[src/rtl/sdram_bus_arbiter.sv]
// Two-master SDRAM command bus arbiter with periodic auto-refresh (whole-transaction grants).
// Define SDRAM_ARB_RR_EN for round-robin M0/M1 arbitration; default is fixed priority M0 > M1.
//
// state      | meaning
// S_IDLE     | bus free, pins NOP; refresh debt beats both masters
// S_GNT0     | M0 owns the bus, its command is registered onto the pins
// S_GNT1     | M1 owns the bus, its command is registered onto the pins
// S_REF_PRE  | PRECHARGE ALL on the pins
// S_REF_WRP  | T_RP NOP cycles
// S_REF_CMD  | REFRESH on the pins
// S_REF_WRFC | T_RFC NOP cycles, then back to idle
module sdram_bus_arbiter #(
  parameter int REF_PERIOD = 780,
  parameter int T_RP       = 3,
  parameter int T_RFC      = 9
) (
  input  logic        CLK,
  input  logic        RSTn,
  input  logic        req0,
  input  logic        req1,
  output logic        gnt0,
  output logic        gnt1,
  input  logic [3:0]  cmd0,
  input  logic [3:0]  cmd1,
  input  logic [11:0] a0,
  input  logic [11:0] a1,
  input  logic [1:0]  b0,
  input  logic [1:0]  b1,
  input  logic [15:0] d0,
  input  logic [15:0] d1,
  output logic        CSn_SDRAM,
  output logic        RASn_SDRAM,
  output logic        CASn_SDRAM,
  output logic        WEn_SDRAM,
  output logic [11:0] A_SDRAM,
  output logic [1:0]  B_SDRAM,
  output logic [15:0] D_SDRAM,
  output logic        ref_busy,
  output logic        ref_miss
);

  localparam int TMR_W  = $clog2(REF_PERIOD);
  localparam int T_MAX  = (T_RP > T_RFC) ? T_RP : T_RFC;
  localparam int WAIT_W = $clog2(T_MAX + 1);

  localparam logic [3:0] CMD_NOP = 4'b1111;
  localparam logic [3:0] CMD_PRE = 4'b0010;
  localparam logic [3:0] CMD_REF = 4'b0001;

  typedef enum logic [2:0] {
    S_IDLE,
    S_GNT0,
    S_GNT1,
    S_REF_PRE,
    S_REF_WRP,
    S_REF_CMD,
    S_REF_WRFC
  } state_t;

  state_t            state_q, state_d;
  logic [WAIT_W-1:0] wait_q, wait_d;
  logic [TMR_W-1:0]  timer_q;
  logic [1:0]        debt_q;
  logic              miss_q;
  logic              wrap;
  logic              debt_dec;
  logic              pick0, pick1;

  logic [3:0]  cmd_q, cmd_d;
  logic [11:0] a_q, a_d;
  logic [1:0]  b_q, b_d;
  logic [15:0] d_q, d_d;

`ifdef SDRAM_ARB_RR_EN
  // last_q = 1 means M1 owned the bus last, so M0 wins the next contention
  logic last_q;

  always_ff @(posedge CLK) begin
    if (!RSTn) begin
      last_q <= 1'b1;
    end else if (state_q == S_IDLE && debt_q == 2'd0) begin
      if (pick0)      last_q <= 1'b0;
      else if (pick1) last_q <= 1'b1;
    end
  end

  always_comb begin
    pick0 = req0 && (!req1 || last_q);
    pick1 = req1 && !pick0;
  end
`else
  always_comb begin
    pick0 = req0;
    pick1 = req1 && !req0;
  end
`endif

  assign wrap = (timer_q == TMR_W'(REF_PERIOD - 1));

  always_ff @(posedge CLK) begin
    if (!RSTn) begin
      timer_q <= '0;
    end else if (wrap) begin
      timer_q <= '0;
    end else begin
      timer_q <= timer_q + TMR_W'(1);
    end
  end

  // Wrap and decrement together cancel; a wrap with the debt already full is a lost refresh
  always_ff @(posedge CLK) begin
    if (!RSTn) begin
      debt_q <= 2'd0;
      miss_q <= 1'b0;
    end else if (wrap && !debt_dec) begin
      if (debt_q == 2'd3) miss_q <= 1'b1;
      else                debt_q <= debt_q + 2'd1;
    end else if (debt_dec && !wrap) begin
      debt_q <= debt_q - 2'd1;
    end
  end

  always_ff @(posedge CLK) begin
    if (!RSTn) begin
      state_q <= S_IDLE;
      wait_q  <= '0;
      cmd_q   <= CMD_NOP;
      a_q     <= '0;
      b_q     <= '0;
      d_q     <= '0;
    end else begin
      state_q <= state_d;
      wait_q  <= wait_d;
      cmd_q   <= cmd_d;
      a_q     <= a_d;
      b_q     <= b_d;
      d_q     <= d_d;
    end
  end

  // Pin values are decided with the next state so each state's command appears on entry
  always_comb begin
    state_d  = state_q;
    wait_d   = wait_q;
    cmd_d    = CMD_NOP;
    a_d      = a_q;
    b_d      = b_q;
    d_d      = d_q;
    debt_dec = 1'b0;
    case (state_q)
      S_IDLE: begin
        if (debt_q != 2'd0) begin
          state_d = S_REF_PRE;
          cmd_d   = CMD_PRE;
          a_d     = 12'h400;
          b_d     = 2'd0;
        end else if (pick0) begin
          state_d = S_GNT0;
        end else if (pick1) begin
          state_d = S_GNT1;
        end
      end
      S_GNT0: begin
        if (req0) begin
          cmd_d = cmd0;
          a_d   = a0;
          b_d   = b0;
          d_d   = d0;
        end else begin
          state_d = S_IDLE;
        end
      end
      S_GNT1: begin
        if (req1) begin
          cmd_d = cmd1;
          a_d   = a1;
          b_d   = b1;
          d_d   = d1;
        end else begin
          state_d = S_IDLE;
        end
      end
      S_REF_PRE: begin
        state_d = S_REF_WRP;
        wait_d  = WAIT_W'(T_RP - 1);
      end
      S_REF_WRP: begin
        if (wait_q == '0) begin
          state_d  = S_REF_CMD;
          cmd_d    = CMD_REF;
          debt_dec = 1'b1;
        end else begin
          wait_d = wait_q - WAIT_W'(1);
        end
      end
      S_REF_CMD: begin
        state_d = S_REF_WRFC;
        wait_d  = WAIT_W'(T_RFC - 1);
      end
      S_REF_WRFC: begin
        if (wait_q == '0) begin
          state_d = S_IDLE;
        end else begin
          wait_d = wait_q - WAIT_W'(1);
        end
      end
      default: begin
        state_d = S_IDLE;
      end
    endcase
  end

  assign gnt0     = (state_q == S_GNT0);
  assign gnt1     = (state_q == S_GNT1);
  assign ref_busy = (state_q == S_REF_PRE) || (state_q == S_REF_WRP) ||
                    (state_q == S_REF_CMD) || (state_q == S_REF_WRFC);
  assign ref_miss = miss_q;

  assign {CSn_SDRAM, RASn_SDRAM, CASn_SDRAM, WEn_SDRAM} = cmd_q;
  assign A_SDRAM = a_q;
  assign B_SDRAM = b_q;
  assign D_SDRAM = d_q;

endmodule

[config.mk]
export PLATFORM = sky130hd
export DESIGN_NAME = sdram_bus_arbiter
export DESIGN_NICKNAME = d
export VERILOG_FILES = /design/src/rtl/sdram_bus_arbiter.sv
export SDC_FILE = /design/constraint.sdc
export NUM_CORES = 1
export LEC_CHECK = 0
export ABC_AREA = 1
export ABC_CLOCK_PERIOD_IN_PS = 1900
export CAP_MARGIN = 20
export CORE_UTILIZATION = 43
export DETAILED_ROUTE_END_ITERATION = 10
export HOLD_SLACK_MARGIN = 0.08
export PLACE_DENSITY = 0.8
export SYNTH_ARGS = -nofsm -noshare
export SYNTH_HDL_FRONTEND = slang
export SYNTH_SLANG_ARGS = --single-unit
[constraint.sdc]
create_clock -name CLK -period 1.9 [get_ports CLK]
set_clock_uncertainty 0.1 [all_clocks]
set_input_delay 0.475 -clock CLK [delete_from_list [all_inputs] [get_ports CLK]]
set_output_delay 0.475 -clock CLK [all_outputs]
set_load 0.05 [all_outputs]
== Yosys cells after proc, flatten, opt, wreduce, memory -nomap -nowiden ==
Cells that the tools add are included.
Widths: inputs -> output; s select.

* $add $sub $neg: 4
* Eq/ne operators: 18
* Muxes and demuxes: 31
* Bitwise gates (word level): 1
* Reductions and logical operators: 24

{| class="wikitable"
|+ Operators with widths
! cell !! count
|-
| $mux 12 || 3
|-
| $pmux 12 s3 || 1
|-
| $mux 16 || 2
|-
| $pmux 16 s2 || 1
|-
| $mux 3 || 7
|-
| $pmux 3 s7 || 1
|-
| $mux 4 || 5
|-
| $ne 2x2->1 const B || 9
|-
| $pmux 4 s4 || 1
|-
| $mux 2 || 6
|-
| $pmux 4 s3 || 1
|-
| $add 10x1->10 const B || 1
|-
| $eq 10x10->1 const B || 1
|-
| $eq 3x3->1 const B || 3
|-
| $eq 3x2->1 const B || 2
|-
| $pmux 2 s3 || 1
|-
| $reduce_and 2->1 || 3
|-
| $reduce_bool 2->1 || 3
|-
| $reduce_bool 3->1 || 2
|-
| $reduce_and 5->1 || 1
|-
| $logic_not 4->1 || 1
|-
| $ne 4x4->1 const B || 1
|-
| $reduce_and 4->1 || 1
|-
| $reduce_or 2->1 || 2
|-
| 12 further kinds || 19
|}

* Register bits: 54
* Input bits: 72
* Output and inout bits: 38
* Word-level logic and storage cells: 87

== Logic depth before layout (Yosys ltp) ==
* Word-level depth: 7
* Mapped depth: 10
* Depth with buffers taken out: 10

== Least setup slack after synthesis ==
No wires, ideal clock.

* Path kind: register -> register
* Start: register state_q[1]
* End: register wait_q[1]
* Library setup time: 115 ps
* Data arrival time: 1470 ps
* Data required time: 1685 ps
* Path slack: 215 ps
* Cell stages (with the launch flop): 7
* Path buffers: 0
* Period minus slack after synthesis: 1685 ps
* Cell sequence: dfxtp_1 -> inv_1 -> o21ai_1 -> nand2_1 -> nand2_1 -> a21oi_1 -> o21a_1

* Cells in the longest elaborated chain, start to end: 4
* Elaborated cells on any way between the ends: 9
* Those cells by class: 5 x eq/ne; 1 x mux; 3 x reduce/logical

{| class="wikitable"
|+ Ends and longest elaborated chain
! item !! line !! text
|-
| start, declared || 60 || <nowiki>state_t state_q, state_d;</nowiki>
|-
| start signal, assigned || 132 || <nowiki>state_q <= state_d;</nowiki>
|-
| $eq 3x3->1 || 150 || <nowiki>case (state_q)</nowiki>
|-
| $reduce_or 2->1 (no line) || -- ||
|-
| $ne 2x2->1 (no line) or $reduce_bool 3->1 (tied branches) || -- ||
|-
| $reduce_and 2->1 (no line) || -- ||
|-
| end signal, assigned || 133 || <nowiki>wait_q <= wait_d;</nowiki>
|-
| end, declared || 61 || <nowiki>logic [WAIT_W-1:0] wait_q, wait_d;</nowiki>
|}

Parallel ways exist; a longest one is shown, timed or not.
A chain may end at the register's enable or synchronous reset.

== Final worst setup path ==
* Start: register state_q[2]
* End: output gnt0

* Cells in the longest elaborated chain, start to end: 1

{| class="wikitable"
|+ Ends and longest elaborated chain
! item !! line !! text
|-
| $eq 3x1->1 || 213 || <nowiki>assign gnt0 = (state_q == S_GNT0);</nowiki>
|-
| end, declared || 21 || <nowiki>output logic gnt0,</nowiki>
|}

Every way passes these cells.

==> flow_summary_export.csv <==
group,metric,value,unit
run_status,status,"finished, final reports clean",
placed_design,post_dp_cell_area,3870,sq um
die,num_rows,28,
sta,hold_viol_final,0,
global_routing,grt_max_degree,33,
clock_tree,cts_buffers,5,
yosys,synth_seq_cells,54,
finish,final_area,4078,sq um
clock_tree,clock-sinks,54,
global_routing,grt-ovfl-total,0,
clock_tree,holdBufCountCts,0,
worst_setup_path,crit_arrival,1290,ps
sta,finalWorstSetupSlack,39.71,ps
yosys,syn-num-nets,475,
worst_setup_path,r2r_setup_slack,210,ps
route,wirelength,7652,um
yosys,synth_common_cells,"nand2_1, dfxtp_1, nor2_1, inv_1, o21ai_1",
placed_design,numPortBuffers,109,
die,die_area,6567,sq um
hold_path,worstHoldPathCells,1,
worst_setup_path,end_kind,"primary output",
worst_setup_path,crit_fanout,4,
sta,relSlewSlack,79.85,%
clock_tree,cts_tree,"yes",
yosys,synth_cell_types,30,
power,cellLeakagePower,1.795,nW
sta,rsz0062_at_grt,"true",
die,die_h,81.04,um
hold_path,hp-class,"register to register",
power,power,5.014,mW
sta,post-route-period-util,97.91,%
clock_tree,ctsLongestPathBuffers,2,
placed_design,place_ws,0.8112,ps
global_routing,antenna_found_initial,0,
finish,fill_cells,527,
worst_setup_path,r2r_cells,11,
yosys,syn_area,2686,sq um
yosys,synth_top_area_share,40.24,%
route,num_vias,3013,
placed_design,place.gp.congestion,0.8550,
global_routing,grt_pass1_wl,11940,um
finish,utilization,68.07,%
clock_tree,cts_root_buf,"clkbuf_8",
power,powerDensity,1230,nW/um^2
finish,multi_input_area,1401,sq um
route,ant_nets,0,
yosys,ys_seq_area_share,40.24,%
sta,post-route-min-period,1860,ps
route,viasPerCell,5.064,
die,die_w,81.04,um
worst_setup_path,start_kind,"register",
finish,seqCellArea,1087,sq um
global_routing,first_global_vias,2775,
die,core_area,5991,sq um
die,initial_core_util,44.84,%
route,initialDrtViolationCount,97,
finish,drive_gt1_share,16.35,%
yosys,synthFlopType,"dfxtp_1",
yosys,synthCells,400,
yosys,synth_edf_count,0,
sta,drv_slew,0,
power,vdd_drop_max,808.1,uV
route,drc,0,
finish,syn2layout_area_growth,51.79,%
yosys,synth.avg_cell_area,6.716,sq um
clock_tree,clkTransAtPathRegs,100,ps
run,drv_cap,0,
route,dr.pass1.iters,4,
die,ios,110,
sta,finalSetupViolations,0,
yosys,ys_async_sr_fraction,0,%
yosys,yosys.area.top_type,"dfxtp_1",
clock_tree,clkLatencyLatePin,310,ps
placed_design,dp.final_hpwl,5578,um
sta,fmax,0.5376,GHz
yosys,yosys-top-cells-area,"dfxtp_1, nand2_1, nor2_1",
yosys,yosys_warnings,0,
finish,antenna_cells,0,
clock_tree,htree_levels,2,
yosys,synth_most_common_cell,"nand2_1",
route,wire_per_inst,12.86,um
global_routing,grt_use_total,23.17,%
sta,tightest_slew,301.5,ps
finish,layout.nets,594,
worst_setup_path,crit_type,"register to primary output",
worst_setup_path,cp.required,1320,ps
## per-layer routing
| metal | GRT usage [%] | up-vias | wire length, um | share of wire, % |
|---|---|---|---|---|
| met4 | 5.536 | 0 | 68 | 0.89 |
| met1 | 27.32 | 1333 | 3263 | 43 |
| met5 | 0 | - | 0 | 0 |
| met2 | 40.84 | 117 | 3764 | 49 |
| li1 | - | 1555 | - | - |
| met3 | 6.966 | 8 | 555 | 7.3 |
## cells in the final DEF (no fill, tap or decap), types with 3 or more instances in the layout
| master | count |
|---|---|
| nand4_1 | 7 |
| nand2_1 | 112 |
| dfxtp_1 | 51 |
| nor3_1 | 17 |
| buf_12 | 8 |
| nand3_1 | 20 |
| inv_1 | 34 |
| a31oi_1 | 18 |
| nor2_4 | 3 |
| buf_4 | 49 |
| a21oi_1 | 18 |
| o21ai_2 | 3 |
| o21a_1 | 3 |
| clkdlybuf4s50_1 | 71 |
| clkbuf_8 | 5 |
| o21ai_1 | 23 |
| o21ai_0 | 11 |
| ha_1 | 3 |
| nor2_1 | 41 |
## final timing paths
check	from	to
max	state_q[2]	gnt0
min	timer_q[0]	timer_q[0]
max reg2reg	state_q[2]	A_SDRAM[0]
min reg2reg	timer_q[0]	timer_q[0]
## power by group
group	switching [mW]	leakage, nW	internal (mW)
sequential	0.153	0.443	1.39
combinational	1.78	1.31	1.03
clock	0.400	0.0441	0.260
## per-stage QoR
stage	std cells	TNS [ps]	hold WS [ps]
floorplan	400	0	317.6
global placement	580	0	336.2
detailed placement	580	0	348.8
CTS	588	0	368.8
global route	595	-28.93	392.9
finish	595	0	365.7
## state kept, by name (all words and copies together), names as in the netlist
name / count
state_q: 3
cmd_q: 4
ref_miss: 1
wait_q: 4
B_SDRAM: 2
D_SDRAM: 16
debt_q: 2
A_SDRAM: 12
timer_q: 10
## kinds of logic (layout without fill, tap and decap cells)
group	count (synthesis)	after routing	share of synthesized area, %
DFF	54	54	40.24
adders and majority gates	3	3	1.397
AOI/OAI and AO/OA	80	80	16.63
and+or+nand+nor	208	208	32.84
buffers and inverters	54	174	8.570
xor gates and xnor gates	1	1	0.3261
## critical path, cell delays in order (launching register included)
cell and delay (ps):
dfxtp_2 340, inv_2 100, nand2_2 100, nor2_4 180
buf_12 120, buf_12 120
## layout make-up
type | count | area share [%]
timing repair buffer | 129 | 30.99
clock buffer | 5 | 1.688
clock inverter | 3 | 0.5216
tap | 75 | 2.301
multi-input combinational | 292 | 34.37
inverter | 37 | 3.467
sequential | 54 | 26.66
## what timing repair did
action | 4_1_cts | 5_1_grt
cloned | 0 | 1
pin swaps | 1 | 2
buffers inserted | 0 | 6
endpoints found under the setup margin | 3 | 8
endpoints found under the hold margin | 0 | 0
resized for setup | 8 | 3
Note: power is estimated with default switching activity, not from simulation.
